`src/rtl/psum_out_ctrl_pkg.sv`:
```
// Shared definitions for the psum output path controller: FSM encoding, op codes, counter widths.
package psum_out_defs;

    typedef enum logic [1:0] {
        ST_IDLE  = 2'd0,
        ST_RUN   = 2'd1,
        ST_DRAIN = 2'd2,
        ST_DONE  = 2'd3
    } state_e;

    // Op code that makes the packager flush a partial word at layer end.
    localparam logic [1:0] OP_FLUSH = 2'd0;

    localparam int CH_W = 12;
    localparam int PX_W = 16;

endpackage : psum_out_defs

```
`src/rtl/psum_out_ctrl_if.sv`:
```
// AXI-Stream style bundle carrying packaged words out of the controller.
interface psum_out_ctrl_if #(
    parameter int DW = 32
);
    logic          tvalid;
    logic [DW-1:0] tdata;
    logic          tlast;
    logic          tready;

    modport master (
        output tvalid,
        output tdata,
        output tlast,
        input  tready
    );

    modport slave (
        input  tvalid,
        input  tdata,
        input  tlast,
        output tready
    );
endinterface : psum_out_ctrl_if

```
`src/rtl/psum_out_ctrl_fifo.sv`:
```
// Small synchronous FIFO with occupancy count; head is presented combinationally so
// the AXIS data stays stable while the consumer stalls.
module psum_out_fifo #(
    parameter int WIDTH = 33,
    parameter int DEPTH = 4,
    localparam int AW = $clog2(DEPTH),
    localparam int CW = AW + 1
) (
    input  logic             clk,
    input  logic             rst_n,
    input  logic             wr_en,
    input  logic [WIDTH-1:0] wr_data,
    input  logic             rd_en,
    output logic [WIDTH-1:0] rd_data,
    output logic [CW-1:0]    count,
    output logic             full,
    output logic             empty,
    output logic             overflow
);

    logic [WIDTH-1:0] mem [DEPTH];
    logic [AW-1:0]    wr_ptr_q, wr_ptr_d;
    logic [AW-1:0]    rd_ptr_q, rd_ptr_d;
    logic [CW-1:0]    count_q, count_d;
    logic             do_wr;
    logic             do_rd;

    assign empty    = (count_q == '0);
    assign full     = (count_q == CW'(DEPTH));
    assign do_rd    = rd_en & ~empty;
    // A write into a full FIFO only lands if a read frees the slot in the same cycle.
    assign do_wr    = wr_en & (~full | do_rd);
    assign overflow = wr_en & full & ~do_rd;
    assign count    = count_q;
    assign rd_data  = mem[rd_ptr_q];

    always_comb begin
        wr_ptr_d = wr_ptr_q;
        rd_ptr_d = rd_ptr_q;
        count_d  = count_q;
        if (do_wr) begin
            wr_ptr_d = wr_ptr_q + 1'b1;
        end
        if (do_rd) begin
            rd_ptr_d = rd_ptr_q + 1'b1;
        end
        case ({do_wr, do_rd})
            2'b10:   count_d = count_q + 1'b1;
            2'b01:   count_d = count_q - 1'b1;
            default: count_d = count_q;
        endcase
    end

    always_ff @(posedge clk) begin
        if (!rst_n) begin
            wr_ptr_q <= '0;
            rd_ptr_q <= '0;
            count_q  <= '0;
        end else begin
            wr_ptr_q <= wr_ptr_d;
            rd_ptr_q <= rd_ptr_d;
            count_q  <= count_d;
        end
    end

    always_ff @(posedge clk) begin
        if (do_wr) begin
            mem[wr_ptr_q] <= wr_data;
        end
    end

endmodule : psum_out_fifo

```
`src/rtl/psum_out_ctrl.sv`:
```
// Sequences psum bits into the packager, counts channels/pixels and buffers packaged words.
// Optional PSUM_OUT_CTRL_STATS_EN adds stall_cycles / word_count statistics outputs.
module psum_out_ctrl
    import psum_out_defs::*;
#(
    parameter int C_M_AXIS_TDATA_WIDTH = 32,
    parameter int FIFO_DEPTH           = 4
) (
    input  logic                            clk,
    input  logic                            rst_n,
    input  logic                            start,
    input  logic [1:0]                      operation,
    input  logic [CH_W-1:0]                 output_channel_size,
    input  logic [PX_W-1:0]                 out_pixel_num,
    input  logic                            psum_valid,
    input  logic                            psum_data,
    output logic                            psum_ready,
    output logic                            pkg_in_valid,
    output logic                            pkg_in_data,
    output logic                            pkg_layer_finish,
    output logic [1:0]                      pkg_operation,
    output logic [CH_W-1:0]                 pkg_channel_size,
    input  logic                            pkg_out_valid,
    input  logic                            pkg_out_last,
    input  logic [C_M_AXIS_TDATA_WIDTH-1:0] pkg_out_data,
    psum_out_ctrl_if.master                 m_axis,
    output logic                            busy,
    output logic                            done,
    output logic                            err_overflow
`ifdef PSUM_OUT_CTRL_STATS_EN
    ,
    output logic [31:0]                     stall_cycles,
    output logic [31:0]                     word_count
`endif
);

    localparam int CW = $clog2(FIFO_DEPTH) + 1;

    state_e          state_q, state_d;
    logic [CH_W-1:0] ch_cnt_q, ch_cnt_d;
    logic [PX_W-1:0] px_cnt_q, px_cnt_d;
    logic [1:0]      op_q, op_d;
    logic [CH_W-1:0] size_q, size_d;
    logic [PX_W-1:0] pix_q, pix_d;
    logic            last_seen_q, last_seen_d;
    logic            done_q, done_d;
    logic            err_q, err_d;

    logic            accept;
    logic            ch_wrap;
    logic            last_bit;
    logic            fifo_rd;
    logic [CW-1:0]   fifo_count;
    logic            fifo_full;
    logic            fifo_empty;
    logic            fifo_ovf;

    // Keep one slot free for the word still inside the 1-cycle packager.
    assign psum_ready       = (state_q == ST_RUN) && (fifo_count <= CW'(FIFO_DEPTH - 2));
    assign accept           = psum_valid & psum_ready;
    assign ch_wrap          = (ch_cnt_q == size_q - 1'b1);
    assign last_bit         = ch_wrap && (px_cnt_q == pix_q - 1'b1);

    assign pkg_in_valid     = accept;
    assign pkg_in_data      = psum_data;
    assign pkg_layer_finish = accept & last_bit;
    assign pkg_operation    = op_q;
    assign pkg_channel_size = size_q;

    assign busy             = (state_q != ST_IDLE);
    assign done             = done_q;
    assign err_overflow     = err_q;

    assign fifo_rd          = m_axis.tvalid & m_axis.tready;
    assign m_axis.tvalid    = ~fifo_empty;

    psum_out_fifo #(
        .WIDTH (C_M_AXIS_TDATA_WIDTH + 1),
        .DEPTH (FIFO_DEPTH)
    ) u_fifo (
        .clk      (clk),
        .rst_n    (rst_n),
        .wr_en    (pkg_out_valid),
        .wr_data  ({pkg_out_last, pkg_out_data}),
        .rd_en    (fifo_rd),
        .rd_data  ({m_axis.tlast, m_axis.tdata}),
        .count    (fifo_count),
        .full     (fifo_full),
        .empty    (fifo_empty),
        .overflow (fifo_ovf)
    );

    always_comb begin
        state_d     = state_q;
        ch_cnt_d    = ch_cnt_q;
        px_cnt_d    = px_cnt_q;
        op_d        = op_q;
        size_d      = size_q;
        pix_d       = pix_q;
        last_seen_d = last_seen_q;
        done_d      = 1'b0;
        err_d       = err_q | fifo_ovf;

        case (state_q)
            ST_IDLE: begin
                if (start) begin
                    op_d        = operation;
                    size_d      = output_channel_size;
                    pix_d       = out_pixel_num;
                    ch_cnt_d    = '0;
                    px_cnt_d    = '0;
                    last_seen_d = 1'b0;
                    if ((output_channel_size == '0) || (out_pixel_num == '0)) begin
                        state_d = ST_DONE;
                    end else begin
                        state_d = ST_RUN;
                    end
                end
            end
            ST_RUN: begin
                if (accept) begin
                    if (ch_wrap) begin
                        ch_cnt_d = '0;
                        px_cnt_d = px_cnt_q + 1'b1;
                    end else begin
                        ch_cnt_d = ch_cnt_q + 1'b1;
                    end
                    if (last_bit) begin
                        state_d = ST_DRAIN;
                    end
                end
            end
            ST_DRAIN: begin
                if (last_seen_q && fifo_empty) begin
                    state_d = ST_DONE;
                end
            end
            ST_DONE: begin
                state_d = ST_IDLE;
                done_d  = 1'b1;
            end
            default: begin
                state_d = ST_IDLE;
            end
        endcase

        // The final word only counts once it has actually been stored.
        if ((state_q != ST_IDLE) && pkg_out_valid && pkg_out_last && !fifo_ovf) begin
            last_seen_d = 1'b1;
        end
    end

    always_ff @(posedge clk) begin
        if (!rst_n) begin
            state_q     <= ST_IDLE;
            ch_cnt_q    <= '0;
            px_cnt_q    <= '0;
            op_q        <= '0;
            size_q      <= '0;
            pix_q       <= '0;
            last_seen_q <= 1'b0;
            done_q      <= 1'b0;
            err_q       <= 1'b0;
        end else begin
            state_q     <= state_d;
            ch_cnt_q    <= ch_cnt_d;
            px_cnt_q    <= px_cnt_d;
            op_q        <= op_d;
            size_q      <= size_d;
            pix_q       <= pix_d;
            last_seen_q <= last_seen_d;
            done_q      <= done_d;
            err_q       <= err_d;
        end
    end

`ifdef PSUM_OUT_CTRL_STATS_EN
    logic [31:0] stall_q, stall_d;
    logic [31:0] words_q, words_d;

    always_comb begin
        stall_d = stall_q;
        words_d = words_q;
        if ((state_q == ST_IDLE) && start) begin
            stall_d = '0;
            words_d = '0;
        end else begin
            if ((state_q == ST_RUN) && psum_valid && !psum_ready) begin
                stall_d = stall_q + 1'b1;
            end
            if (fifo_rd) begin
                words_d = words_q + 1'b1;
            end
        end
    end

    always_ff @(posedge clk) begin
        if (!rst_n) begin
            stall_q <= '0;
            words_q <= '0;
        end else begin
            stall_q <= stall_d;
            words_q <= words_d;
        end
    end

    assign stall_cycles = stall_q;
    assign word_count   = words_q;
`endif

endmodule : psum_out_ctrl

```
`src/flat_wrapper.sv`:
```
// flat-port wrapper written by rule: the top's interface ports become plain ports
module psum_out_ctrl_flat import psum_out_defs::*;
#(
    parameter int C_M_AXIS_TDATA_WIDTH = 32,
    parameter int FIFO_DEPTH           = 4
)
  (clk, rst_n, start, operation, output_channel_size, out_pixel_num, psum_valid, psum_data, psum_ready, pkg_in_valid, pkg_in_data, pkg_layer_finish, pkg_operation, pkg_channel_size, pkg_out_valid, pkg_out_last, pkg_out_data, busy, done, err_overflow, m_axis_tvalid, m_axis_tdata, m_axis_tlast, m_axis_tready);
  psum_out_ctrl_if #(.DW((32))) m_axis_i ();
  input  logic clk;
  input  logic rst_n;
  input  logic start;
  input  logic [1:0] operation;
  input  logic [CH_W-1:0] output_channel_size;
  input  logic [PX_W-1:0] out_pixel_num;
  input  logic psum_valid;
  input  logic psum_data;
  output logic psum_ready;
  output logic pkg_in_valid;
  output logic pkg_in_data;
  output logic pkg_layer_finish;
  output logic [1:0] pkg_operation;
  output logic [CH_W-1:0] pkg_channel_size;
  input  logic pkg_out_valid;
  input  logic pkg_out_last;
  input  logic [C_M_AXIS_TDATA_WIDTH-1:0] pkg_out_data;
  output logic busy;
  output logic done;
  output logic err_overflow;
  output wire logic [$bits(m_axis_i.tvalid)-1:0] m_axis_tvalid;
  output wire logic [$bits(m_axis_i.tdata)-1:0] m_axis_tdata;
  output wire logic [$bits(m_axis_i.tlast)-1:0] m_axis_tlast;
  input wire logic [$bits(m_axis_i.tready)-1:0] m_axis_tready;
  assign m_axis_tvalid = m_axis_i.tvalid;
  assign m_axis_tdata = m_axis_i.tdata;
  assign m_axis_tlast = m_axis_i.tlast;
  assign m_axis_i.tready = m_axis_tready;
  psum_out_ctrl #(.C_M_AXIS_TDATA_WIDTH(C_M_AXIS_TDATA_WIDTH), .FIFO_DEPTH(FIFO_DEPTH)) u_core (.clk(clk), .rst_n(rst_n), .start(start), .operation(operation), .output_channel_size(output_channel_size), .out_pixel_num(out_pixel_num), .psum_valid(psum_valid), .psum_data(psum_data), .psum_ready(psum_ready), .pkg_in_valid(pkg_in_valid), .pkg_in_data(pkg_in_data), .pkg_layer_finish(pkg_layer_finish), .pkg_operation(pkg_operation), .pkg_channel_size(pkg_channel_size), .pkg_out_valid(pkg_out_valid), .pkg_out_last(pkg_out_last), .pkg_out_data(pkg_out_data), .m_axis(m_axis_i), .busy(busy), .done(done), .err_overflow(err_overflow));
endmodule
```
`config.mk`:
```
export PLATFORM = sky130hd
export DESIGN_NAME = psum_out_ctrl_flat
export DESIGN_NICKNAME = d
export VERILOG_FILES = /design/src/rtl/psum_out_ctrl_pkg.sv /design/src/rtl/psum_out_ctrl_if.sv /design/src/rtl/psum_out_ctrl_fifo.sv /design/src/rtl/psum_out_ctrl.sv /design/src/flat_wrapper.sv
export SDC_FILE = /design/constraint.sdc
export NUM_CORES = 1
export LEC_CHECK = 0
export CORE_MARGIN = 2
export CORE_UTILIZATION = 25
export CTS_BUF_LIST = sky130_fd_sc_hd__clkbuf_8
export DETAILED_ROUTE_END_ITERATION = 10
export GPL_TIMING_DRIVEN = 0
export PLACE_DENSITY_LB_ADDON = 0.3
export SLEW_MARGIN = 40
export SYNTH_ARGS = -nofsm -noshare
export SYNTH_HDL_FRONTEND = slang
export SYNTH_SLANG_ARGS = --single-unit
```
`constraint.sdc`:
```
create_clock -name clk -period 3.4 [get_ports clk]
set_input_delay 0.51 -clock clk [delete_from_list [all_inputs] [get_ports clk]]
set_output_delay 0.51 -clock clk [all_outputs]
set_load 0.1 [all_outputs]
```
==> results.md <==
* # DRC at 0
* Measured slew at the worst slew-check pin at 0.7091 ns
* First drt pass iteration count at 5
* Die height at 194.3 um
* Crit Path Max Fanout at 3
* Rel. slew slack at 52.73%
* Final GP Congestion at 0.7816
* Initial Util at 25.44%
* Fin crit share at 120.8%
* Global route total overflow at 0
* Top FF cell, synth: edfxtp_1
* Clock sinks at 204
* Post-synth EDFFs at 132
* Area grow syn2layout at 29.77%
* Worst EP arrival at between 3 and 4 ns
* Overall Power at between 0.009 and 0.01 W
* Sw Ratio at a little over two fifths
* Cell row count at 69
* Max_cap viols at 0
* I/O pins at 125
* CP cell instances: inv_4 -> ha_4 -> or4b_4 -> or3_4 -> and2_4 -> or4_4 -> or3_4 -> nor4_4 -> buf_6
* First DRT Iteration DRCs at between 300 and 400
* Dominant cells by area after synthesis: edfxtp_1 (44%), dfxtp_1 (16%), mux4_2 (8.2%), nand2_1 (3.6%), a21boi_0 (2.8%)
* Routed via count at 6155
* Int Power at roughly 0.0052 W
* Vias in the first global route at 6101
* Synth top area share at 43.81%
* Comb pwr share at 40.3%
* Yosys cell types at 60
* Failing checks: negative setup slack
* Die Span X at 194.3 um
* Fraction of layout cells with a size suffix above 1 at 23.77%
* WP buf/inv at 2
* Placed instance area at approximately 11000 um2
* Peak VDD IR at 0.4853 mV
* Fraction of registers with async set/reset at 0%
* Skew-Pair Late Insertion Delay at 0.53 ns
* Clock share of power at 26.0%
* Seq/Total Area, Yosys at 59.73%
* Seq cells post-synth at between 200 and 250
* Root buf cell: clkbuf_8
* Global-route wire length before repair at 33460 um
* H-tree levels at 2
* Final #Nets at 971
* Cell accounting for the most synthesized area: edfxtp_1
* CTS clk-pin slew, worst paths at 0.06 ns
* Die area at 37730 um2
* Post-synth top cells: edfxtp_1 (132), nand2_1 (86), dfxtp_1 (72)
* Initial antenna violation count at 1
* Post-DRT Antenna Nets at 0
* Core area at roughly 36000 um2
* Detailed Place HPWL at 14690 um
* Top-count cell post-synth: edfxtp_1
* RSZ-0062 raised after global routing: true
* Synth Instances at 711
* Switching pwr at approximately 0.0038 W
* Pwr Density at 767.5 nW/um2
* Total GRT Usage at 11.11%
* Critical Path Slowest Stage Cell: or4_4
* Number of port buffers at between 100 and 150
* Drt total wl at 21630 um
* Cell Count, Final, Fillers Out at 1375
* Clk buf depth at 3
* Worst Clk Skew at roughly 0.045 ns
* Crit path capture type: primary output
* HP Class: reg -> reg
* Design area at 11740 um2
* CTS Buf Count at 37
* Mapped cell area at 9049 um2
* Pleak at 4.028 nW
* Final Max Tran Viols at 0
* WL/cell at 15.73 um
* # hold bufs at CTS at 0
* Crit path max-delay family: simple AND/OR/NAND/NOR gates
* Synthesis Warnings at 0
* Syn avg cell area at around 13 um2
* Max Freq at ~240 MHz
* Fillers at approximately 3600
* Largest net degree at the start of global routing at 34
* Crit Path Category: reg -> out
* CP Data Required Time at 2.89 ns
* Worst setup margin at -0.7062 ns
* DR vias/cell at 4.476
* CTS tree: yes
* Max incr delay on CP at 0.52 ns
* Fin crit period at 4.106 ns
* Status: complete, but fails checks
* Worst setup SP type: register
* Flop pwr share at 33.7%
* Hold Vio Cnt, Final at 0
* Hold_ws at 0.4731 ns
* Final setup violation count at 11
* Dpl cells at around 1300
* Syn nets at 795
* CP dominant cell by count: or3_4
## layer usage
layer	up-vias	share of wire, %	track usage (%)
met5	-	0	0
met4	0	2.3	3.171
met3	48	7.1	3.148
met2	182	44	17.46
met1	2910	46	14.91
li1	3015	-	-
## cells by family after synthesis
logic type	count (synthesis)	synth area share, %
AND/OR/NAND/NOR	251	14.78
flip-flops	204	59.73
AO/OA/AOI/OAI	100	7.453
buffers and inverters	55	2.489
XOR/XNOR	48	4.646
multiplexers	39	8.877
adder cells (fa/ha/maj)	14	2.019
## final cells by class
cell class	count	area [um2]	share of cell area, %
Clock buffer	44	605.6	5.157
Multi-Input combinational cell	452	3596	30.62
Clock inverter	21	151.4	1.289
Sequential cell	204	5426	46.21
Timing Repair Buffer	138	1134	9.654
Inverter	19	77.57	0.6606
Tap cell	461	576.8	4.912
Buffer	35	172.7	1.470
Antenna cell	1	2.502	0.02131
## power groups by stage
stage	clock network, W	registers [W]	logic [W]
after floorplan	0	0.00325	0.00259
after global placement	0	0.00309	0.00366
after detailed placement	0	0.00309	0.00350
after CTS	0.00243	0.00303	0.00354
after global routing	0.00254	0.00306	0.00387
final	0.00234	0.00303	0.00363
## placed cells by master (no fill, tap or decap), types with 16 or more instances in the layout
cell and instances:
edfxtp_1 132, nand2_1 84, clkdlybuf4s50_1 68, dfxtp_1 61
buf_2 58, clkbuf_8 44, a21boi_0 34, mux4_2 33
nor2_1 29, inv_1 27, clkbuf_1 25, xnor2_1 24
xor2_1 24, nor4_1 16
## flip-flops by register name, indices dropped and copies added (netlist names), named ones only
name and flops:
u_core.pkg_operation 2, u_core.u_fifo.mem 132, u_core.state_q 2, u_core.pix_q 16, u_core.u_fifo.wr_ptr_q 2, u_core.ch_cnt_q 12
u_core.u_fifo.count 3, u_core.last_seen_q 1, u_core.px_cnt_q 16, u_core.err_overflow 1, u_core.u_fifo.rd_ptr_q 2, u_core.done 1
u_core.pkg_channel_size 12
## worst paths after layout
kind                                           startpoint                                    to  slack (ns)  depth (start not counted)
setup / recovery  u_core.pkg_channel_size[1]$_SDFFE_PN0P_                      pkg_layer_finish       -0.71                          9
hold / removal       u_core.pkg_operation[0]$_SDFFE_PN0P_  u_core.pkg_operation[0]$_SDFFE_PN0P_        0.47                          2
setup reg to reg  u_core.pkg_channel_size[1]$_SDFFE_PN0P_      u_core.px_cnt_q[12]$_SDFFE_PN0P_       -0.16                         13
hold reg to reg      u_core.pkg_operation[0]$_SDFFE_PN0P_  u_core.pkg_operation[0]$_SDFFE_PN0P_        0.47                          2
## metrics by stage
step                utilization [%]  setup slack (ns)  TNS (ns)
global placement              30.74            -1.343    -17.12
floorplan                         -           -0.8554    -2.364
finish                        33.01           -0.7062    -1.706
CTS                           32.56           -0.7672   -0.7672
global route                  33.01           -0.7986    -2.712
detailed placement            30.23           -0.6191    -1.357
## timing repair
action,in CTS,in global routing
endpoints found under the hold margin,0,0
resized for setup,7,45
cloned,0,2
setup endpoints to repair,11,27
pin swaps,5,15
buffers inserted,7,2
## tightest hold or removal path, stage by stage, from the launching register on
cell	delay (ns)
dfxtp_1	0.31
nand2_1	0.05
a21boi_0	0.06
No activity file was read; power rests on OpenSTA's default activity.
